--- src/rtl/imem_loader_pkg.sv ---
// Shared constants for the instruction-memory loader: FSM encodings and the
// halt word the processor bench uses as its program-completion marker.
package imem_loader_pkg;

  localparam int unsigned ST_W = 3;

  localparam logic [ST_W-1:0] ST_IDLE  = 3'd0;
  localparam logic [ST_W-1:0] ST_LOAD  = 3'd1;
  localparam logic [ST_W-1:0] ST_TERM  = 3'd2;
  localparam logic [ST_W-1:0] ST_DRAIN = 3'd3;
  localparam logic [ST_W-1:0] ST_RUN   = 3'd4;

  localparam logic [31:0] HALT_WORD = 32'h0000_0000;

endpackage

--- src/rtl/imem_loader.sv ---
// Streams program words into instruction memory, appends a halt word and holds
// the processor in reset until the image is complete.
module imem_loader
  import imem_loader_pkg::*;
#(
  parameter int unsigned ADDR_W = 8,
  parameter int unsigned DATA_W = 32
) (
  input  logic              clk,
  input  logic              reset,
  input  logic              start,
  input  logic              in_valid,
  output logic              in_ready,
  input  logic [DATA_W-1:0] in_data,
  input  logic              in_last,
  output logic              imem_we,
  output logic [ADDR_W-1:0] imem_addr,
  output logic [DATA_W-1:0] imem_wdata,
  output logic              cpu_reset,
  output logic              done,
  output logic              error,
  output logic [ADDR_W:0]   word_count
);

  localparam logic [ADDR_W-1:0] LAST_ADDR = '1;

  logic [ST_W-1:0]   state_q, state_d;
  logic [ADDR_W-1:0] addr_q, addr_d;
  logic [ADDR_W:0]   word_count_q, word_count_d;
  logic              error_q, error_d;
  logic              imem_we_q, imem_we_d;
  logic [ADDR_W-1:0] imem_addr_q, imem_addr_d;
  logic [DATA_W-1:0] imem_wdata_q, imem_wdata_d;
  logic              cpu_reset_q, cpu_reset_d;
  logic              done_q, done_d;
  logic              accept;

  assign in_ready = (state_q == ST_LOAD) || (state_q == ST_DRAIN);
  assign accept   = in_valid && in_ready;

  // Next-state and registered-output decode.
  always_comb begin
    state_d      = state_q;
    addr_d       = addr_q;
    word_count_d = word_count_q;
    error_d      = error_q;
    imem_we_d    = 1'b0;
    imem_addr_d  = imem_addr_q;
    imem_wdata_d = imem_wdata_q;
    cpu_reset_d  = 1'b1;
    done_d       = 1'b0;

    case (state_q)
      ST_IDLE: begin
        if (start) begin
          state_d      = ST_LOAD;
          addr_d       = '0;
          word_count_d = '0;
          error_d      = 1'b0;
        end
      end
      ST_LOAD: begin
        if (accept) begin
          imem_we_d    = 1'b1;
          imem_addr_d  = addr_q;
          imem_wdata_d = in_data;
          word_count_d = word_count_q + (ADDR_W+1)'(1);
          // Last slot: stop without incrementing so addr never wraps.
          if (addr_q == LAST_ADDR) begin
            if (in_last) begin
              state_d = ST_RUN;
            end else begin
              state_d = ST_DRAIN;
              error_d = 1'b1;
            end
          end else begin
            addr_d = addr_q + ADDR_W'(1);
            if (in_last) begin
              state_d = ST_TERM;
            end
          end
        end
      end
      ST_TERM: begin
        imem_we_d    = 1'b1;
        imem_addr_d  = addr_q;
        imem_wdata_d = DATA_W'(HALT_WORD);
        state_d      = ST_RUN;
      end
      ST_DRAIN: begin
        if (accept && in_last) begin
          state_d = ST_IDLE;
        end
      end
      ST_RUN: begin
        cpu_reset_d = start;
        done_d      = !start;
        if (start) begin
          state_d      = ST_LOAD;
          addr_d       = '0;
          word_count_d = '0;
          error_d      = 1'b0;
        end
      end
      default: begin
        state_d = ST_IDLE;
      end
    endcase
  end

  always_ff @(posedge clk or posedge reset) begin
    if (reset) begin
      state_q      <= ST_IDLE;
      addr_q       <= '0;
      word_count_q <= '0;
      error_q      <= 1'b0;
      imem_we_q    <= 1'b0;
      imem_addr_q  <= '0;
      imem_wdata_q <= '0;
      cpu_reset_q  <= 1'b1;
      done_q       <= 1'b0;
    end else begin
      state_q      <= state_d;
      addr_q       <= addr_d;
      word_count_q <= word_count_d;
      error_q      <= error_d;
      imem_we_q    <= imem_we_d;
      imem_addr_q  <= imem_addr_d;
      imem_wdata_q <= imem_wdata_d;
      cpu_reset_q  <= cpu_reset_d;
      done_q       <= done_d;
    end
  end

  assign imem_we    = imem_we_q;
  assign imem_addr  = imem_addr_q;
  assign imem_wdata = imem_wdata_q;
  assign cpu_reset  = cpu_reset_q;
  assign done       = done_q;
  assign error      = error_q;
  assign word_count = word_count_q;

endmodule
--- config.mk ---
export PLATFORM = sky130hd
export DESIGN_NAME = imem_loader
export DESIGN_NICKNAME = d
export VERILOG_FILES = /design/src/rtl/imem_loader_pkg.sv /design/src/rtl/imem_loader.sv
export SDC_FILE = /design/constraint.sdc
export NUM_CORES = 1
export LEC_CHECK = 0
export BUFFER_PORTS_ARGS = -buffer_cell sky130_fd_sc_hd__buf_4
export CAP_MARGIN = 20
export CORE_ASPECT_RATIO = 0.75
export CORE_UTILIZATION = 52
export CTS_BUF_LIST = sky130_fd_sc_hd__clkbuf_8
export CTS_CLUSTER_SIZE = 10
export DETAILED_ROUTE_END_ITERATION = 8
export PLACE_DENSITY_LB_ADDON = 0.3
export SYNTH_ARGS = -nofsm -noshare
export SYNTH_HDL_FRONTEND = slang
export SYNTH_SLANG_ARGS = --single-unit
--- constraint.sdc ---
create_clock -name clk -period 3.27 [get_ports clk]
set_clock_uncertainty 0.15 [all_clocks]
set_input_delay 0.8175 -clock clk [delete_from_list [all_inputs] [get_ports clk]]
set_output_delay 0.8175 -clock clk [all_outputs]
set_load 0.02 [all_outputs]
==> impl_results.md <==
* Yosys warns at 0
* Critical Path RT at about 2300 ps
* Setup bufs post-CTS at 0
* Startpoint types: flip-flop
* Grt ovf at 0
* Initial Utilization at a little over half
* I/O Pins at around 90
* Worst-Margin Slew at just under 700 ps
* Prevailing post-synth register cell: dfrtp_1
* Slew headroom at about 55%
* Longest Clk Path Bufs at 2
* Switching Share at a little under two fifths
* Xor and xnor area share after synthesis at about 2.3%
* HPWL after DPL at ~4300 um
* Ant diodes at 0
* Critical path arrival at approximately 1200 ps
* Mapped Area at approximately 0.0027 sq mm
* Sequential power share at around 37%
* Core ar. at 0.00493 sq mm
* Fmax achieved at 0.456 GHz
* Synth Area in Simple Gates at 11.4%
* P_int at between 2 and 2.5 mW
* Status: complete, no violations
* Place WS at approximately 760 ps
* Placed cells at 362
* Tot Pwr at 3.51 mW
* Via count at approximately 2200
* Post-route clock period utilization at ~67%
* Reg clk slew, reported paths at approximately 70 ps
* CP Max Fanout at 6
* IO buf count at 90
* Vias in the first global route at 2059
* Final worst path period need at around 2200 ps
* RSZ-0062 raised after global routing: false
* Die Y at around 64 um
* Slew Viols, Final at 0
* First-pass GRT wire length at a little over 10000 um
* Total number of clock tree sinks at 64
* Syn nets at between 200 and 300
* Mux cell area share after synthesis at between 3 and 4%
* DRT Pass-1 Iters at 5
* Drt wl/cell at around 17 um
* Synthesized area per cell at around 12 sq um
* Final setup vio count at 0
* Largest family of logic cells by synthesized area: compound AO/OA/AOI/OAI gates
* H-tree depth at 3
* Net Sw Power at roughly 1.3 mW
* Vias per cell at 5.86
* Fin. Hold Viols at 0
* Initial antenna violation count at 0
* Share of the synthesized area in the top cell type at about 59%
* Area Growth Syn to Fin at 36.2%
* Number of synthesized register bits at 64
* # hold bufs at CTS at 0
* Setup_tns at 0 ps
* Register area share after synthesis at between 50% and 60%
* Worst setup margin at about 1100 ps
* RD Place Congestion at around 0.81
* Max-cap violations at 0
* Routed WL at approximately 6400 um
* Clock latency on the worst-skew pair at between 300 and 400 ps
* Finished Cell Area at around 0.0037 sq mm
* Final hold slack at 353 ps
* Clock power share at 23.5%
* Post-Synthesis Cells at roughly 220
* Largest cells by area after synthesis: dfrtp_1 59%, a22o_1 11%, a211oi_2 1.9%
* Share of cells above drive strength 1 at between 30% and 40%
* Highest-count cells in the layout ignoring fill and taps: 91 x buf_4, 63 x dfrtp_1, 33 x a22o_1, 12 x nand2_1, 11 x nor2_1
* CTS tree: yes
* Core Rows at 22
* DRT iter0 DRCs at roughly 190
* Post-Layout Cell Count at ~380
* CTS-repair resized insts at 0
* EDFF count, synth at 0
* Final net count at roughly 350
* Kind of end point of the critical path: output port
* Die width at 85.1 um
* Placed cell areas at between 0.003 and 0.004 sq mm
* Adder-cell area share of the yosys netlist at 0.929%
* Combinational power share at about two fifths
* Total track usage at 24.5%
* Lkg Pwr at roughly 1.8 nW
* Die area at about 0.0055 sq mm
* Worst vdd ir at between 0.0004 and 0.0005 V
* Util after Layout at between 70% and 80%
* Largest net degree at the start of global routing at 40
* Power density cells at ~960 mW/mm^2
* Async SR Flop Fraction at 100%
* Drt drc at 0
* Yosys top cell by area: dfrtp_1
* Synth Area in Compound Gates at around a fifth
* CTS buffer count at 9
* Post-route ant nets at 0
* Synth unique cells at 44
* Min-delay worst type: flip-flop to flip-flop
* Commonest non-fill, non-tap cell in the layout: buf_4
* Crit Path Class: flip-flop to output port
* Clock root buffer: clkbuf_8
==> logic make-up after synthesis <==
kind of cell / Yosys count
simple gates: 57
compound gates: 64
buf+inv: 19
fa+ha+maj: 2
mux: 8
flops: 64
xor+xnor: 7
==> power by group through the flow <==
| stage | Sequential [mW] | Combinational, mW | Clock (mW) |
|---|---|---|---|
| 2_1_floorplan | 1.51 | 0.608 | 0 |
| 3_3_place_gp | 1.28 | 1.36 | 0 |
| 3_5_place_dp | 1.28 | 1.39 | 0 |
| 4_1_cts | 1.28 | 1.40 | 0.832 |
| 5_1_grt | 1.32 | 1.49 | 0.876 |
| 6_report | 1.28 | 1.40 | 0.825 |
==> layout make-up <==
cell class / instances / area (sq um)
clock buffers: 9 / 124
repair buffers: 93 / 723
inverters: 7 / 26.3
well taps: 60 / 75.1
fillers: 332 / 1260
clock inverters: 7 / 119
multi-input cells: 138 / 996
flip-flops and latches: 64 / 1600
==> final timing paths <==
check                                from        endpoint  slack [ps]  cells after the start
setup / recovery               state_q[2]        in_ready        1080                      3
hold / removal             imem_wdata[27]  imem_wdata[27]         350                      1
setup reg to reg               state_q[1]       addr_q[7]        1110                      5
hold reg to reg            imem_wdata[27]  imem_wdata[27]         350                      1
max in group asynchronous           reset   word_count[4]        1930                      3
min in group asynchronous           reset    imem_addr[3]         430                      2
==> state kept, by name, indices dropped and copies added (netlist names) <==
name	cells
cpu_reset	1
word_count	9
state_q	3
done	1
imem_addr	8
imem_wdata	32
error	1
imem_we	1
addr_q	8
==> cell usage after synthesis (2+ instances only) <==
cell	count
nor3_1	2
nand3_1	10
ha_1	2
nor2_2	2
a211oi_2	4
nand2b_1	2
nand3b_1	2
a31oi_1	3
buf_2	3
mux2_2	4
dfrtp_1	63
a22o_1	33
buf_6	2
nand2_1	12
mux2_1	4
o21ai_0	7
o211ai_1	3
inv_1	7
or3_1	2
nand4_1	5
a21oi_1	4
nor2_1	11
clkbuf_1	6
o22ai_1	2
xor2_1	2
xnor2_1	5
and3_1	2
==> worst max-delay path, stage by stage, from the launching register on <==
cell and delay (ps):
dfrtp_1 430, nand2b_1 210, inv_1 100, buf_4 140
==> layer usage <==
layer  track usage [%]  vias up  routed length (um)
met1              33.6     1087                2880
met2              37.5      115                2930
li1                  -     1007                   -
met4              5.30        0                  57
met3              8.91        5                 510
met5                 0        -                   0
Power figures use the tool's default switching activity.
